===== src/rtl/mem_types.sv =====
`default_nettype none
// ============================================================================
// mem_types : shared widths and arbiter state encoding for the memory path
// Revision  : 1.0
// ============================================================================
package mem_types;

  localparam int DEFAULT_LINE_WIDTH = 256;
  localparam int DEFAULT_ADDR_WIDTH = 32;

  typedef enum logic [1:0] {
    IDLE    = 2'd0,
    SERVE_I = 2'd1,
    SERVE_D = 2'd2,
    RECOVER = 2'd3
  } arb_state_t;

endpackage
`default_nettype wire


===== src/rtl/mem_arbiter.sv =====
`default_nettype none
// ============================================================================
// mem_arbiter : shares one physical-memory port between I- and D-cache misses
// Revision    : 1.0
// ============================================================================
module mem_arbiter
  import mem_types::*;
#(
  parameter int LINE_WIDTH = DEFAULT_LINE_WIDTH,
  parameter int ADDR_WIDTH = DEFAULT_ADDR_WIDTH
) (
  input  logic                  clk,
  input  logic                  rst_n,
  input  logic                  i_read,
  input  logic                  i_write,
  input  logic [ADDR_WIDTH-1:0] i_address,
  input  logic [LINE_WIDTH-1:0] i_wdata,
  output logic                  i_resp,
  output logic [LINE_WIDTH-1:0] i_rdata,
  input  logic                  d_read,
  input  logic                  d_write,
  input  logic [ADDR_WIDTH-1:0] d_address,
  input  logic [LINE_WIDTH-1:0] d_wdata,
  output logic                  d_resp,
  output logic [LINE_WIDTH-1:0] d_rdata,
  output logic                  pmem_read,
  output logic                  pmem_write,
  output logic [ADDR_WIDTH-1:0] pmem_address,
  output logic [LINE_WIDTH-1:0] pmem_wdata,
  input  logic                  pmem_resp,
  input  logic [LINE_WIDTH-1:0] pmem_rdata
);

  arb_state_t r_state;
  logic       r_prefer_d;

  logic                  w_i_pend;
  logic                  w_d_pend;
  logic                  w_grant;
  logic                  w_pick_d;
  logic                  w_sel_write;
  logic [ADDR_WIDTH-1:0] w_sel_addr;
  logic [LINE_WIDTH-1:0] w_sel_wdata;

  // Read+write together counts as a write, so the write strobe wins.
  always_comb begin
    w_i_pend    = i_read | i_write;
    w_d_pend    = d_read | d_write;
    w_grant     = w_i_pend | w_d_pend;
    w_pick_d    = w_d_pend & (~w_i_pend | r_prefer_d);
    w_sel_write = w_pick_d ? d_write   : i_write;
    w_sel_addr  = w_pick_d ? d_address : i_address;
    w_sel_wdata = w_pick_d ? d_wdata   : i_wdata;
  end

  always_ff @(posedge clk or negedge rst_n) begin
    if (!rst_n) begin
      r_state      <= IDLE;
      r_prefer_d   <= 1'b1;
      pmem_read    <= 1'b0;
      pmem_write   <= 1'b0;
      pmem_address <= '0;
      pmem_wdata   <= '0;
    end else begin
      case (r_state)
        IDLE: begin
          if (w_grant) begin
            pmem_address <= w_sel_addr;
            pmem_wdata   <= w_sel_wdata;
            pmem_write   <= w_sel_write;
            pmem_read    <= ~w_sel_write;
            r_prefer_d   <= ~w_pick_d;
            r_state      <= w_pick_d ? SERVE_D : SERVE_I;
          end
        end
        SERVE_I, SERVE_D: begin
          if (pmem_resp) begin
            pmem_read  <= 1'b0;
            pmem_write <= 1'b0;
            r_state    <= RECOVER;
          end
        end
        // Dead cycle lets the served cache drop its request before re-arbitration.
        RECOVER: r_state <= IDLE;
        default: r_state <= IDLE;
      endcase
    end
  end

  assign i_resp  = (r_state == SERVE_I) & pmem_resp;
  assign d_resp  = (r_state == SERVE_D) & pmem_resp;
  assign i_rdata = pmem_rdata;
  assign d_rdata = pmem_rdata;

endmodule
`default_nettype wire


===== config.mk =====
export PLATFORM = sky130hd
export DESIGN_NAME = mem_arbiter
export DESIGN_NICKNAME = d
export VERILOG_FILES = /design/src/rtl/mem_types.sv /design/src/rtl/mem_arbiter.sv
export SDC_FILE = /design/constraint.sdc
export NUM_CORES = 1
export LEC_CHECK = 0
export ABC_AREA = 1
export CAP_MARGIN = 15
export CORE_AREA = 2 2 631 633
export CTS_CLUSTER_DIAMETER = 100
export DETAILED_ROUTE_END_ITERATION = 7
export DIE_AREA = 0 0 633 635
export GPL_ROUTABILITY_DRIVEN = 0
export PLACE_DENSITY = 0.33
export SYNTH_ARGS = -nofsm -noshare
export SYNTH_HDL_FRONTEND = slang
export SYNTH_SLANG_ARGS = --single-unit

===== constraint.sdc =====
create_clock -name clk -period 3.4 [get_ports clk]
set_input_delay 0.34 -clock clk [delete_from_list [all_inputs] [get_ports clk]]
set_output_delay 0.34 -clock clk [all_outputs]
set_load 0.05 [all_outputs]

# --- Word level (Yosys, flattened, before mapping) ---
# Cells that the tools add are included.
word_totals:
  register_bits: 293
  in_bits: 839
  elab_cells: 39
op_classes:
  eq_ne: 5
  n_mux: 12
  n_bitwise: 10
  n_reduce_logical: 6
ops:
  columns: ["operator", "count"]
  rows:
  - ["256-bit two-way mux", 1]
  - ["32-bit two-way mux", 1]
  - ["2-bit two-way mux", 3]
  - ["2-bit one-hot mux with 3 select lines", 1]
  - ["2-bit == test, second input constant", 2]
  - ["1-bit two-way mux", 4]
  - ["2-bit != test, second input constant", 2]
  - ["1-bit bitwise OR", 4]
  - ["1-bit one-hot mux with 2 select lines", 2]
  - ["2-bit AND reduction", 2]
  - ["1-bit bitwise AND", 3]
  - ["1-bit inverter", 3]
  - ["3-bit AND reduction", 1]
  - ["2-bit by 1-bit == test with 1-bit output, second input constant", 1]
  - ["2-bit zero test", 1]
  - ["2-bit nonzero test", 1]
  - ["2-bit OR reduction", 1]

# --- Longest topological paths before layout ---
depth:
  ltp_word: 8
  ltp_mapped: 9
  ltp_nobuf: 8

# --- Worst setup path before layout ---
# OpenSTA, ideal clock, no wires.
synth_timing:
  kind: "reg2reg"
  from: "register r_state[0]"
  to: "register pmem_address[0]"
  setup_ns: 0.118
  arrival_ns: 1.291
  required_time_ns: 3.282
  slack_ns: 1.991
  stages_incl_launch_ff: 9
  period_less_slack_ns: 1.409
  path_cell_list: "dfrtp_1 inv_1 ha_1 nand2_1 buf_4 buf_4 buf_2 nand2_1 nand2_1"
synth_via:
  elab_chain_cells: 2
synth_lines:
  columns: ["item", "line", "rtl"]
  rows:
  - ["start: declaration", "mem_arbiter.sv:34", "arb_state_t r_state;"]
  - ["start signal: assignment", "mem_arbiter.sv:73", "r_state <= w_pick_d ? SERVE_D : SERVE_I;"]
  - ["2-bit zero test", "mem_arbiter.sv:65", "case (r_state)"]
  - ["2-bit AND reduction (no source line)", null, null]
  - ["end signal: assignment", "mem_arbiter.sv:68", "pmem_address <= w_sel_addr;"]
  - ["end: declaration", "mem_arbiter.sv:28", "output logic [ADDR_WIDTH-1:0] pmem_address,"]
# Every way passes these cells.
# A chain may end at the register's enable or synchronous reset.

# --- Worst setup path after layout ---
layout_timing:
  from: "register r_state[0]"
  to: "output port d_resp"
layout_via:
  elab_chain_cells: 2
layout_lines:
  columns: ["item", "line", "rtl"]
  rows:
  - ["2-bit == test", "mem_arbiter.sv:91", "assign d_resp = (r_state == SERVE_D) & pmem_resp;"]
  - ["1-bit bitwise AND", "mem_arbiter.sv:91", null]
  - ["end: declaration", "mem_arbiter.sv:24", "output logic d_resp,"]
# Every way passes these cells.

==> summary.txt <==
Run status
  • Run status: complete, no violations

Critical path
  • Startpoint class of the critical path: flop
  • Critical Path End Type: output pin
  • Crit path cell chain: inv_1, ha_1, nand2_1, inv_1, clkdlybuf4s50_1
  • R2R Path Start: r_state[1]
  • Setup CP Type: reg2out
  • Critical-path top delay cell: clkdlybuf4s50_1
  • Crit path DAT: about 2.3 ns
  • R2r worst-path depth: 7
  • Critical path required time: 3.06 ns
  • Worst Path Max Fanout: 3
  • Most common cell type on the critical path: inv_1
  • Largest stage delay on the critical path: 0.82 ns
  • R2R Path End: pmem_wdata[90]
  • Flop-to-flop setup slack: ~1.1 ns

Detailed routing
  • Final WL: around 240000 um
  • Vias per cell: 2.41
  • Drt first pass iters: 5
  • WL/cell: between 20 and 30 um
  • Remaining DRCs: 0
  • Via count: just over 20000
  • Initial DRC Count: roughly 1000
  • Routed Antenna Nets: 0

Final layout
  • Fin nets: roughly 4000
  • Share of cells above drive strength 1: between 6 and 7%
  • Core Util, Final: 8.46%
  • Synthesis-to-layout area growth: 65.6%

STA
  • Unrepaired setup endpoints after global routing: false
  • Slew headroom: roughly a quarter
  • Setup violations, final: 0
  • Worst-Margin Slew: roughly 1.1 ns
  • Max Freq: ~380 MHz
  • Final Hold Viols: 0
  • Max-slew violations: 0
  • Post-layout minimum cycle time: 2.66 ns
  • WHS: 0.181 ns
  • Max Clock Skew: between 0.03 and 0.04 ns
  • Post-route setup TNS: 0 ns
  • Period utilization: about four fifths

CTS
  • Root buf cell: clkbuf_16
  • Post_cts resized: 0
  • H-tree lvl count: 2
  • Clk sinks: 293
  • Clock transition at the registers of the reported paths: approximately 0.06 ns
  • Max Buffers Root-to-Sink: 3
  • TritonCTS clock tree: built
  • TritonCTS buffer count: 54
  • Worst-Skew Late Latency: about 0.72 ns

Floorplan
  • Placement Rows: 231
  • Ports: 1643
  • Die area: ~0.4 mm2
  • Die Height: ~640 um
  • Core region area: 0.395 mm2
  • Initial Utilization: 5.11%
  • DIE WIDTH: between 600 and 700 um

Global routing
  • Largest net degree at the start of global routing: just over 90
  • Global-route usage over all layers: between 10% and 20%
  • GRT overflow: 0
  • Vias in the first global route: approximately 20000
  • First-pass GRT wire length: about 280000 um
  • Initial antenna violation count: ~140

Logic synthesis
  • Area leader, netlist: dfrtp_1
  • Cell count after synthesis: approximately 2700
  • Synth top area share: 36.2%
  • Post-synth EDFFs: 0
  • Avg Cell Area, Syn: 7.36 um2
  • Most frequent cell after synthesis: nand2_1
  • Syn_nets: 3583
  • Most used DFF post-synth: dfrtp_1
  • Top post-synthesis cells by area: dfrtp_1 (36%), buf_4 (20%), nand2_1 (16%), nand3b_1 (11%), nand3_1 (7.2%)
  • Synthesized flop and latch total: about 290
  • Seq/Total Area, Yosys: a little over a third
  • Async SR Flop Fraction: 100%
  • Netlist cell types: 18
  • Mapped cell area: 0.0202 mm2
  • Synth warn: 0
  • Post-synth top cells: nand2_1 (886), buf_4 (529), inv_1 (295)

Place
  • Input/output buffers: between 800 and 900
  • Hpwl dp: roughly 210000 um

Power and ir drop
  • Power Dens Cells: approximately 1000 mW/mm2
  • Leak pwr: 13.7 nW
  • Worst IR Drop VDD: about 0.47 mV

Hold path
  • Hold Path Class: in2async

Flow run
  • MaxCap Viol Count: 0
-- cells in the final DEF, fill, tap and decap left out, types with 6 or more instances in the layout --
cell type,instances
buf_12,23
buf_4,80
bufinv_16,6
clkbuf_1,9
clkbuf_16,57
clkbuf_8,7
clkdlybuf4s50_1,821
clkinv_4,7
dfrtp_1,292
diode_2,37
inv_1,294
nand2_1,884
nand3_1,292
nand3b_1,288
-- routing by layer --
metal  wire length (um)  global-route usage [%]  vias to the layer above
met4               9100                    4.41                       86
met5                745                   0.358                        -
met1              78400                    11.0                     9584
met3              45000                    9.66                      449
li1                   -                       -                     8609
met2             103000                    17.3                     1410
-- where the power goes --
part | internal (mW) | total, mW | switching [mW]
sequential | 5.30 | 6.39 | 1.10
clock | 3.66 | 5.99 | 2.33
combinational | 5.39 | 21.5 | 16.1
total | 14.3 | 33.8 | 19.5
-- worst max-delay path by stage --
stage,start,endpoint,slack (ns),cells after the start
after CTS,r_state[0],d_resp,0.60,5
after floorplan,r_state[0],pmem_address[0],1.99,8
after detailed placement,i_write,pmem_wdata[124],0.57,8
after global routing,pmem_address[4],pmem_address[4],0.59,1
final,r_state[0],d_resp,0.74,5
after global placement,i_write,pmem_wdata[117],0.57,8
-- cell families (layout without fill, tap and decap cells) --
family,after synthesis,after routing,share of synthesized area (%)
buffers and inverters,968,1322,28.7
and+or+nand+nor,1473,1473,34.6
AOI/OAI and AO/OA,2,2,0.0496
adders and majority gates,4,4,0.248
DFF,293,293,36.4
other,0,37,0
-- sequential cells by signal (all words and copies together), names as in the netlist --
signal        flops
r_state           2
pmem_read         1
r_prefer_d        1
pmem_write        1
pmem_address     32
pmem_wdata      256
-- cell type report --
cell class | instances | area [um2]
inverters | 296 | 1130
repair buffers | 927 | 9310
multi-input cells | 1479 | 7070
clock inverters | 26 | 339
diodes | 37 | 92.6
flip-flops and latches | 293 | 7330
clock buffers | 73 | 1560
well taps | 5242 | 6560
fillers | 46300 | 361000
-- per-stage QoR --
stage	instances	area, um2	worst slack, ns	power [mW]
final	8373	33400	0.738	33.8
after global routing	8362	33400	0.595	36.3
after CTS	8336	33300	0.602	35.3
after detailed placement	8236	31400	0.572	28.9
after global placement	8236	31400	0.574	28.9
after floorplan	2740	20200	1.99	18.6
-- worst max-delay path: cells and delay by family, from the launching register on --
family,cells,cell delay (ns)
fa+ha+maj,1,0.16
simple gates,1,0.05
flops,1,0.40
buf+inv,3,0.99
-- timing repair --
action	in CTS	in global routing
setup endpoints to repair	0	0
setup buffers	0	0
hold buffers	1	0
endpoints found under the hold margin	36	0
Power figures use the tool's default switching activity.
